[src/rtl/amm_write_driver.sv]
// Avalon-MM write burst generator fed from a small command FIFO.
// Data and byteenable follow the same pattern/LFSR rules as the read-compare path.
module amm_write_driver #(
  parameter int unsigned AMM_DATA_W  = 64,
  parameter int unsigned ADDR_W      = 32,
  parameter int unsigned AMM_BURST_W = 11,
  parameter int unsigned CMD_FIFO_AW = 2,
  parameter string       ADDR_TYPE   = "BYTE",
  localparam int unsigned DATA_B_W   = AMM_DATA_W / 8,
  localparam int unsigned ADDR_B_W   = $clog2(DATA_B_W)
) (
  input  logic                   clk_i,
  input  logic                   rst_i,
  input  logic                   start_test_i,
  input  logic                   cmd_valid_i,
  output logic                   cmd_ready_o,
  input  logic [ADDR_W-1:0]      cmd_start_addr_i,
  input  logic [AMM_BURST_W-2:0] cmd_words_count_i,
  input  logic [ADDR_B_W-1:0]    cmd_start_off_i,
  input  logic [ADDR_B_W-1:0]    cmd_end_off_i,
  input  logic [7:0]             cmd_data_ptrn_i,
  input  logic                   cmd_data_mode_i,
  output logic [ADDR_W-1:0]      amm_address_o,
  output logic                   amm_write_o,
  output logic [AMM_BURST_W-1:0] amm_burstcount_o,
  output logic [AMM_DATA_W-1:0]  amm_writedata_o,
  output logic [DATA_B_W-1:0]    amm_byteenable_o,
  input  logic                   amm_waitrequest_i,
  output logic                   burst_done_o,
  output logic                   busy_o
);

  localparam int unsigned FIFO_DEPTH = 2 ** CMD_FIFO_AW;
  localparam logic [ADDR_W-1:0] ADDR_MASK = (ADDR_TYPE == "BYTE") ?
    {{(ADDR_W-ADDR_B_W){1'b1}}, {ADDR_B_W{1'b0}}} : {ADDR_W{1'b1}};

  typedef enum logic [1:0] {IDLE, LOAD, BURST} state_t;

  typedef struct packed {
    logic [ADDR_W-1:0]      addr;
    logic [AMM_BURST_W-2:0] words;
    logic [ADDR_B_W-1:0]    soff;
    logic [ADDR_B_W-1:0]    eoff;
    logic [7:0]             ptrn;
    logic                   mode;
  } cmd_t;

  state_t                 state_q, state_d;
  cmd_t                   fifo_mem [FIFO_DEPTH];
  cmd_t                   head;
  logic [CMD_FIFO_AW-1:0] wr_ptr, rd_ptr;
  logic [CMD_FIFO_AW:0]   count;
  logic                   fifo_full, fifo_empty, push, pop;

  logic [ADDR_W-1:0]      addr_q;
  logic [AMM_BURST_W-2:0] words_q, beat_q;
  logic [ADDR_B_W-1:0]    soff_q, eoff_q;
  logic [7:0]             ptrn_q;
  logic                   mode_q, done_q;
  logic                   in_burst, beat_acc, last_beat;
  logic [DATA_B_W-1:0]    first_mask, last_mask;

  assign fifo_full  = count[CMD_FIFO_AW];
  assign fifo_empty = (count == '0);
  assign pop        = (state_q == LOAD) && !fifo_empty && !start_test_i;
  // A pop in the same cycle frees a slot, so a push into a full FIFO still lands.
  assign push       = cmd_valid_i && !start_test_i && (!fifo_full || pop);
  assign head       = fifo_mem[rd_ptr];

  always_ff @(posedge clk_i) begin
    if (push) begin
      fifo_mem[wr_ptr] <= '{addr: cmd_start_addr_i, words: cmd_words_count_i,
                            soff: cmd_start_off_i, eoff: cmd_end_off_i,
                            ptrn: cmd_data_ptrn_i, mode: cmd_data_mode_i};
    end
  end

  always_ff @(posedge clk_i or posedge rst_i) begin
    if (rst_i) begin
      wr_ptr <= '0;
      rd_ptr <= '0;
      count  <= '0;
    end else if (start_test_i) begin
      wr_ptr <= '0;
      rd_ptr <= '0;
      count  <= '0;
    end else begin
      if (push) wr_ptr <= wr_ptr + 1'b1;
      if (pop)  rd_ptr <= rd_ptr + 1'b1;
      case ({push, pop})
        2'b10:   count <= count + 1'b1;
        2'b01:   count <= count - 1'b1;
        default: ;
      endcase
    end
  end

  assign in_burst  = (state_q == BURST);
  assign beat_acc  = in_burst && !amm_waitrequest_i;
  assign last_beat = (beat_q == words_q);

  always_ff @(posedge clk_i or posedge rst_i) begin
    if (rst_i) state_q <= IDLE;
    else       state_q <= state_d;
  end

  always_comb begin
    state_d = state_q;
    case (state_q)
      IDLE:  if (!fifo_empty) state_d = LOAD;
      LOAD:  state_d = pop ? BURST : IDLE;
      BURST: if (beat_acc && last_beat) state_d = (fifo_empty || start_test_i) ? IDLE : LOAD;
      default: state_d = IDLE;
    endcase
  end

  always_ff @(posedge clk_i or posedge rst_i) begin
    if (rst_i) begin
      addr_q  <= '0;
      words_q <= '0;
      soff_q  <= '0;
      eoff_q  <= '0;
      ptrn_q  <= '0;
      mode_q  <= 1'b0;
      beat_q  <= '0;
      done_q  <= 1'b0;
    end else begin
      done_q <= beat_acc && last_beat;
      if (pop) begin
        addr_q  <= head.addr & ADDR_MASK;
        words_q <= head.words;
        soff_q  <= head.soff;
        eoff_q  <= head.eoff;
        ptrn_q  <= head.ptrn;
        mode_q  <= head.mode;
        beat_q  <= '0;
      end else if (beat_acc) begin
        beat_q <= beat_q + 1'b1;
        if (mode_q) ptrn_q <= {ptrn_q[6:0], ptrn_q[6] ^ ptrn_q[1] ^ ptrn_q[0]};
      end
    end
  end

  // ~eoff_q equals (DATA_B_W-1)-eoff_q since DATA_B_W is a power of two.
  assign first_mask = {DATA_B_W{1'b1}} << soff_q;
  assign last_mask  = {DATA_B_W{1'b1}} >> (~eoff_q);

  always_comb begin
    amm_write_o      = in_burst;
    amm_address_o    = '0;
    amm_burstcount_o = '0;
    amm_writedata_o  = '0;
    amm_byteenable_o = '0;
    if (in_burst) begin
      amm_address_o    = addr_q;
      amm_burstcount_o = AMM_BURST_W'(words_q) + AMM_BURST_W'(1);
      amm_writedata_o  = {DATA_B_W{ptrn_q}};
      amm_byteenable_o = ((beat_q == '0) ? first_mask : {DATA_B_W{1'b1}}) &
                         (last_beat ? last_mask : {DATA_B_W{1'b1}});
    end
  end

  assign cmd_ready_o  = !fifo_full;
  assign burst_done_o = done_q;
  assign busy_o       = !fifo_empty || (state_q != IDLE);

endmodule

[config.mk]
export PLATFORM = sky130hd
export DESIGN_NAME = amm_write_driver
export DESIGN_NICKNAME = d
export VERILOG_FILES = /design/src/rtl/amm_write_driver.sv
export SDC_FILE = /design/constraint.sdc
export NUM_CORES = 1
export LEC_CHECK = 0
export CAP_MARGIN = 20
export CELL_PAD_IN_SITES_DETAIL_PLACEMENT = 2
export CELL_PAD_IN_SITES_GLOBAL_PLACEMENT = 2
export CORE_MARGIN = 10
export CORE_UTILIZATION = 35
export CTS_CLUSTER_SIZE = 12
export DETAILED_ROUTE_END_ITERATION = 16
export PLACE_DENSITY = 0.85
export SLEW_MARGIN = 20
export SYNTH_ARGS = -nofsm -noshare
export SYNTH_HDL_FRONTEND = slang
export SYNTH_SLANG_ARGS = --single-unit
[constraint.sdc]
create_clock -name clk_i -period 2.65 [get_ports clk_i]
set_input_delay 0.53 -clock clk_i [delete_from_list [all_inputs] [get_ports clk_i]]
set_output_delay 0.53 -clock clk_i [all_outputs]
set_load 0.05 [all_outputs]
Word level (Yosys, flattened, before mapping)
Memories as Yosys holds them, arrays and structs flattened.
Index checks and enable logic that the tools add are counted.

storage, ports and cells
  register bits = 74
  bits in latches = 0
  RAM bits = 228
  ROM bits = 0
  input bits = 62
  output and inout bits = 119
  logic and storage cells = 80
  memories = 1

cells by class
  $add $sub $neg = 6
  multiply operators = 0
  div/mod/pow operators = 0
  $lt $le $gt $ge = 0
  equality and inequality tests = 7
  shift operators = 2
  muxes and demuxes = 24
  bitwise logic cells = 4
  reduce and logical (&&, ||, !) cells = 24

memory list
  memory    depth  width  rd ports  clocked after Yosys merged registers in  wr ports  RTL line  RTL
  fifo_mem  4      57     1         0                                        1         49        cmd_t fifo_mem [FIFO_DEPTH];

operators with widths
  operator               number
  $mux 64                1
  $mux 8                 6
  $mux 32                1
  $mux 10                2
  $mux 2                 7
  $add 10x1->11 const B  1
  $mux 11                1
  $add 10x1->10 const B  1
  $eq 10x10->1           1
  $logic_not 10->1       1
  $reduce_bool 2->1      5
  $and 8x8->8            1
  $shl 8x3->8 const A    1
  $shr 8x3->8 const A    1
  $logic_and 1x1->1      6
  $pmux 2 s3             1
  $pmux 3 s2             1
  $add 2x1->2 const B    2
  $eq 2x1->1 const B     2
  $eq 2x2->1 const B     2
  $logic_not 1->1        4
  $reduce_and 2->1       2
  $add 3x1->3 const B    1
  $logic_not 3->1        1
  10 further kinds       15

Depth between registers and ports, before layout
Gate-level depths: netlist of the first run.

  depth in word-level cells = 9
  depth in mapped cells = 8
  mapped depth without buffers = 7

Worst setup path after synthesis of the first run
No wires, ideal clock.

  path kind = input to register
  from = in start_test_i
  to = mem fifo_mem[0][0] in the netlist's numbering, enable pin
  setup time = 0.417 ns
  arrival time = 2.528 ns
  required time = 2.233 ns
  path slack = -0.295 ns
  cell stages on the path = 4
  buffers on the path = 1
  cells stage by stage = clkbuf_1 -> nand2b_1 -> a21oi_1 -> and2_1

on the way
  cells in the longest elaborated chain, start to end = 6
  elaborated cells between the ends (all ways) = 7
  classes of those cells = mux: 2; reduce/logical: 5

ends and longest elaborated chain
  element                           RTL line  RTL
  from (decl)                       14        input logic start_test_i,
  $logic_not 1->1 (*)               65, 67
  $logic_and 1x1->1                 65        assign pop = (state_q == LOAD) && !fifo_empty && !start_test_i;
  $logic_or 1x1->1                  67        assign push = cmd_valid_i && !start_test_i && (!fifo_full || pop);
  $logic_and 1x1->1 (*)             67
  $mux 1 (*)                        71        if (push) begin
  $mux 1 (not written as such) (*)  72        fifo_mem[wr_ptr] <= '{addr: cmd_start_addr_i, words: cmd_words_count_i,
  to (decl)                         49

Mark *: on every way between the ends. The rest lies on a longest branch, timed or not.

Worst setup path after layout of the first run
  from = reg beat_q[9]
  to = out amm_byteenable_o[3]

on the way
  cells in the longest elaborated chain, start to end = 4
  elaborated cells between the ends (all ways) = 6
  classes of those cells = eq/ne: 1; mux: 3; bitwise: 1; reduce/logical: 1

ends and longest elaborated chain
  element                                           RTL line  RTL
  from (decl)                                       56        logic [AMM_BURST_W-2:0] words_q, beat_q;
  from (signal assigned)                            138       beat_q <= beat_q + 1'b1;
  $eq 10x10->1 or $logic_not 10->1 (tied branches)  100, 158
  $mux 8, on equally long branches                  159, 158
  $and 8x8->8 (*)                                   158       amm_byteenable_o = ((beat_q == '0) ? first_mask : {DATA_B_W{1'b1}}) &
  $mux 8 (*)                                        154       if (in_burst) begin
  to (decl)                                         27        output logic [DATA_B_W-1:0] amm_byteenable_o,

Marks and branches as above.

==> flow_summary_export.csv, run 1 <==
group,metric,value,unit
placed_design,port_buffers,174,
status,status,"complete, but fails checks",
cts,clk_path_buf_depth,3,
floorplan,start_util,0.354,
floorplan,io_pins,181,
cts,clk_pin_slew,0.06,ns
placed_design,placed_area,15400,sq um
critical_path,slowest_delay,0.48,ns
floorplan,core,34500,sq um
synthesis,ys_types,46,
cts,h-tree-depth,1,
drt,drc,0,
cts,clk_latency,0.55,ns
floorplan,dieArea,42700,sq um
synthesis,netlist_instances,819,
synthesis,synth_area,12200,sq um
drt,wl_per_cell,25.4,um
pwr,cellPowerDensity,877,nW/um^2
drt,vias,7381,
grt,grt-ovfl-total,0,
timing,finalClockSkew,0.0136,ns
cts,cts_buffers,31,
layout,drive_gt1_frac,0.318,
pwr,vdd_drop_max,585,uV
timing,period_needed,2.79,ns
drt,drt_iter0_markers,418,
critical_path,cp-start-kind,"register",
critical_path,crit_required,2.12,ns
drt,dr.pass1.iters,4,
critical_path,crit_arrival,2.26,ns
critical_path,cp_max_fo,8,
layout,fin_util,0.484,
flow_run,maxCapViolations,0,
grt,grt_max_degree,56,
timing,worstMarginPinSlew,0.589,ns
synthesis,ys_ff_latch,290,
floorplan,num_rows,68,
timing,relSlewSlack,0.606,
grt,grt_pass1_wl,56200,um
layout,fin_area,16700,sq um
synthesis,synth_warnings,0,
synthesis,yosysTopAreaCell,"edfxtp_1",
placed_design,gp_congestion,0.750,
grt,grt_util_all_layers,0.173,
synthesis,synth.top_cell.area_share,0.532,
synthesis,async_flop_share,0.255,
critical_path,crit_chain,"xnor2_2, nand4_1, nor3_2, buf_6, a211oi_2, buf_12",
worst_hold_path,hold_path.class,"in2async",
critical_path,worstSetupEndpointType,"output pin",
floorplan,die_h,207,um
critical_path,r2r_start,"state_q[1]",
timing,finalSetupViolCount,7,
layout,nNetsFinal,1060,
cts,ctsHoldBuffers,0,
synthesis,ys.flop_type,"edfxtp_1",
placed_design,dp_hpwl,25300,um
synthesis,syn_avg_cell_area,14.9,sq um
timing,max_freq,358,MHz
drt,ant_nets,0,
pwr,leakage,6.09,nW
synthesis,ys_seq_area_frac,0.684,
synthesis,synth_edf_count,216,
grt,antenna_found_initial,1,
synthesis,synthTopCellsByArea,"edfxtp_1 53%, dfrtp_1 15%, mux4_2 10%",
drt,wl,37400,um
floorplan,die_width,207,um
timing,min_period_over_period,1.05,
critical_path,startpoint,"beat_q[9]",
cts,cts_num_sinks,290,
drt,viasPerCell,5.02,
critical_path,worst_path_max_delay_cell,"dfrtp_1",
timing,rsz0062_at_grt,"true",
timing,setup_slack,-0.142,ns
timing,maxSlewViolCount,0,
critical_path,crit_type,"reg2out",
cts,cts_tree,"yes",
timing,final-hold-violation-count,0,
layout,syn_to_final_growth,36.7,%
cts,cts_root_buf,"clkbuf_16",
status,failed_checks,"setup timing",
grt,grt_pass1_vias,8676,
-- cells by family after synthesis --
family | synth area share
fa+ha+maj | 0.00882
xor+xnor | 0.0201
buf+inv | 0.0526
mux | 0.105
flops | 0.684
simple gates | 0.109
compound gates | 0.0199
other cells | 0.000307
-- cell type report --
cell class	instances	area [sq um]
antenna	1	2.50
timing repair buffer	236	3350
clock buffer	47	866
multi-input combinational	423	3380
tap	455	569
sequential	290	8370
fill	3152	17800
inverter	8	35.0
clock inverter	9	100
-- critical path: cells and delay by family, from the launching register on --
family | cells | cell delay (ns)
flops | 1 | 0.48
compound gates | 1 | 0.42
xor+xnor | 1 | 0.19
simple gates | 2 | 0.25
buf+inv | 2 | 0.36
-- worst paths after layout --
check | to | slack [ns] | cells after the start
setup / recovery | amm_byteenable_o[3] | -0.14 | 6
hold / removal | addr_q[11] | 0.33 | 2
setup reg to reg | eoff_q[1] | 0.42 | 5
hold reg to reg | addr_q[24] | 0.47 | 2
max in group asynchronous | beat_q[3] | 1.73 | 3
min in group clk_i | addr_q[24] | 0.47 | 2
-- per-stage QoR --
stage	setup TNS, ns	hold slack (ns)	setup WS [ns]	power [mW]	std cells
2_1_floorplan	-0.409	0.437	-0.149	8.29	821
3_3_place_gp	0	0.453	0.131	9.87	1398
3_5_place_dp	0	0.458	0.0922	10.2	1398
4_1_cts	-0.727	0.344	-0.136	14.6	1463
5_1_grt	-1.40	0.374	-0.229	15.3	1469
6_report	-0.733	0.334	-0.142	14.6	1469
-- registers in the layout, indices dropped and copies added, names as in the netlist, 2 cells and up --
signal    cells
words_q      10
eoff_q        3
soff_q        3
fifo_mem    216
beat_q       10
addr_q       29
count         3
state_q       2
ptrn_q        8
wr_ptr        2
rd_ptr        2
-- per-layer routing --
metal  wire [um]  share of wire  GRT usage  up-vias
met2       19900           0.53      0.315      202
met1       14600           0.39      0.207     3871
met5           0              0          0        -
met3        1820          0.049     0.0267       65
met4        1010          0.027     0.0529        0
li1            -              -          -     3243
-- synth_stat cells, drive strengths merged (2+ instances only) --
library cell and number:
a211oi 2, a21o 2, a21oi 7, a221oi 4, and2 45, and3 3
and4 2, buf 70, clkbuf 30, dfrtp 74, edfxtp 216, ha 7
inv 8, mux2i 7, mux4 54, nand2 159, nand2b 3, nand3 10
nand4 7, nor2 24, nor3 12, nor3b 3, nor4 5, o21a 2
o21ai 15, o31ai 2, or2 3, or3 4, or4 2, xnor2 17
xor2 11
-- where the power goes --
part,switching [mW],total [mW],internal (mW)
Sequential,0.535,6.05,5.51
Clock,1.71,4.15,2.43
Combinational,2.51,4.43,1.92
Total,4.76,14.6,9.87
-- layout by cell type, fill, tap and decap left out, types with 6 or more instances in the layout --
| cell | Yosys | layout |
|---|---|---|
| xnor2_2 | 0 | 7 |
| o21ai_0 | 14 | 14 |
| xor2_1 | 11 | 11 |
| nand2_1 | 159 | 159 |
| and2_1 | 45 | 40 |
| mux4_2 | 54 | 54 |
| dfrtp_1 | 74 | 54 |
| nand3_1 | 10 | 10 |
| nor2_1 | 24 | 24 |
| a21oi_1 | 7 | 7 |
| buf_4 | 60 | 58 |
| nor3_1 | 10 | 10 |
| dfrtp_2 | 0 | 19 |
| ha_1 | 7 | 6 |
| nand4_1 | 7 | 7 |
| xnor2_1 | 17 | 10 |
| buf_12 | 0 | 113 |
| clkdlybuf4s50_1 | 0 | 60 |
| clkbuf_16 | 0 | 31 |
| edfxtp_1 | 216 | 216 |
| mux2i_1 | 7 | 7 |
| clkbuf_1 | 30 | 13 |
-- repair_timing --
| action | CTS | global route |
|---|---|---|
| buffers inserted | 12 | 6 |
| endpoints found under the setup margin | 98 | 18 |
| gates resized for setup | 38 | 9 |
| pin swaps | 7 | 7 |
No activity file was read; power rests on OpenSTA's default activity.
==> run 2: changes to the inputs <==
- CELL_PAD_IN_SITES_DETAIL_PLACEMENT: 2 -> not set
- CELL_PAD_IN_SITES_GLOBAL_PLACEMENT: 2 -> not set
- CORE_UTILIZATION: 35 -> 49
- PLACE_DENSITY: 0.85 -> 0.84
- TNS_END_PERCENT: not set -> 30
==> run 2 against run 1 <==
Against the previous run: the flow now finishes without violations; die area shrank 26%; critical path depth is the same; sequential share of layout area grew 1.1 points; clock-buffer cell count grew 2; design area shrank 2.2%; clock power shrank 12%; register-to-register slack gained 0.07 ns; combinational power shrank 3%; global-route usage shrank 0.50 points; non-clock buffer count shrank 4.
==> flow_summary_export.csv, run 2 (same netlist as run 1, synthesis figures left out) <==
group,metric,value,unit
drt,vias,7198,
drt,drc,0,
pwr,leakage,5.99,nW
placed_design,gp_congestion,0.839,
layout,fin_util,0.669,
layout,largest_registers,"fifo_mem: 216 flops, addr_q: 29 flops",
layout,fin_area,16300,sq um
grt,grt_max_degree,75,
layout,seq_area,8360,sq um
layout,largest_reg_flops,216,
timing,max_freq,378,MHz
timing,setup_slack,0.00106,ns
floorplan,dieArea,31600,sq um
cts,clk_path_buf_depth,3,
placed_design,dp_hpwl,17800,um
pwr,cellPowerDensity,851,nW/um^2
timing,finalSetupViolCount,0,
placed_design,post-place-ws,0.253,ns
layout,n_fill_cell,1602,
critical_path,cp-start-kind,"register",
layout,layout_common_cells,"216 x edfxtp_1, 159 x nand2_1, 111 x buf_12, 60 x clkdlybuf4s50_1",
critical_path,crit_type,"reg2out",
timing,min_period_over_period,1.00,
layout,drive_gt1_frac,0.303,
critical_path,cp_max_fo,7,
drt,wl_per_cell,20.6,um
layout,multi_input_area,3380,sq um
cts,cts_tree,"yes",
timing,finalClockSkew,0.0163,ns
grt,grt_pass1_vias,7524,
cts,clk_latency,0.54,ns
layout,nNetsFinal,1054,
critical_path,startpoint,"beat_q[4]",
grt,grt-ovfl-total,0,
layout,mostFrequentLayoutCell,"edfxtp_1",
floorplan,core,24400,sq um
drt,drt_iter0_markers,477,
placed_design,port_buffers,174,
grt,antenna_found_initial,2,
floorplan,start_util,0.500,
critical_path,reg2reg_slack,0.49,ns
drt,wl,27500,um
floorplan,die_h,178,um
cts,h-tree-depth,1,
critical_path,r2r_start,"state_q[1]",
placed_design,placed_area,15200,sq um
drt,dr.pass1.iters,5,
cts,ctsHoldBuffers,0,
timing,worstMarginPinSlew,0.627,ns
cts,cts_num_sinks,290,
grt,grt_pass1_wl,42200,um
worst_hold_path,hold_path.class,"in2async",
floorplan,io_pins,181,
timing,rsz0062_at_grt,"true",
cts,cts_root_buf,"clkbuf_16",
critical_path,crit_required,2.12,ns
flow_run,maxCapViolations,0,
cts,clk_pin_slew,0.06,ns
timing,final-hold-violation-count,0,
timing,period_needed,2.65,ns
layout,syn_to_final_growth,33.7,%
drt,viasPerCell,5.41,
layout,top_register,"fifo_mem",
pwr,vdd_drop_max,587,uV
timing,maxSlewViolCount,0,
critical_path,crit_arrival,2.12,ns
status,status,"finished clean",
drt,ant_nets,0,
timing,relSlewSlack,0.582,
cts,cts_buffers,29,
floorplan,num_rows,57,
floorplan,die_width,178,um
critical_path,worstSetupEndpointType,"output pin",
timing,finalSetupTns,0,ns
grt,grt_util_all_layers,0.168,
run 2: path summary, 6_finish.rpt:
| kind | endpoint | cells past startpoint |
|---|---|---|
| worst min register to register | addr_q[29] | 2 |
| min in group clk_i | addr_q[29] | 2 |
| worst max-delay path | amm_byteenable_o[4] | 6 |
| max in group asynchronous | rd_ptr[1] | 3 |
| worst max register to register | fifo_mem[2][45] | 4 |
| worst min-delay path | addr_q[11] | 3 |
run 2: metrics by stage:
stage	instances	total power [mW]	hold WS (ns)
floorplan	821	8.28	0.437
global placement	1260	9.72	0.453
detailed placement	1260	9.85	0.454
CTS	1324	13.7	0.443
global route	1330	14.5	0.440
finish	1331	13.9	0.404
run 2: what timing repair did:
action	4_1_cts	5_1_grt
endpoints found under the setup margin	7	13
gates cloned	0	0
buffers inserted	11	10
gates resized for setup	19	23
pin swaps	6	7
run 2: critical path: stages, from the launching register on:
cell and delay (ns):
dfrtp_2 0.47, xnor2_1 0.16, nand2_1 0.18, nor3_4 0.08, buf_12 0.15, a221oi_4 0.35
buf_12 0.18
run 2: where the power goes:
| part | total (mW) | switching, mW | internal [mW] |
|---|---|---|---|
| registers | 5.95 | 0.446 | 5.51 |
| clock network | 3.64 | 1.58 | 2.06 |
| logic | 4.29 | 2.37 | 1.92 |
| total | 13.9 | 4.40 | 9.48 |
run 2: cell type report:
type,count,share of cell area
flip-flops and latches,290,0.513
multi-input cells,423,0.207
repair buffers,232,0.202
clock buffers,49,0.0497
well taps,324,0.0249
inverters,8,0.00215
clock inverters,4,0.00115
diodes,1,0.000153
run 2: routing by layer:
| layer | wire [um] | global-route usage | up-vias | part of all wire |
|---|---|---|---|---|
| met5 | 9 | 0 | - | 0.00033 |
| met4 | 408 | 0.0320 | 2 | 0.015 |
| met3 | 2130 | 0.0425 | 38 | 0.078 |
| met2 | 13600 | 0.282 | 275 | 0.49 |
| met1 | 11400 | 0.220 | 3635 | 0.41 |
| li1 | - | - | 3248 | - |
==> run 3: changes to the inputs <==
- CAP_MARGIN: 20 -> not set
- SLEW_MARGIN: 20 -> 10
==> results of run 3 <==
The final DEF is identical to that of run 2; final timing and power are the same.
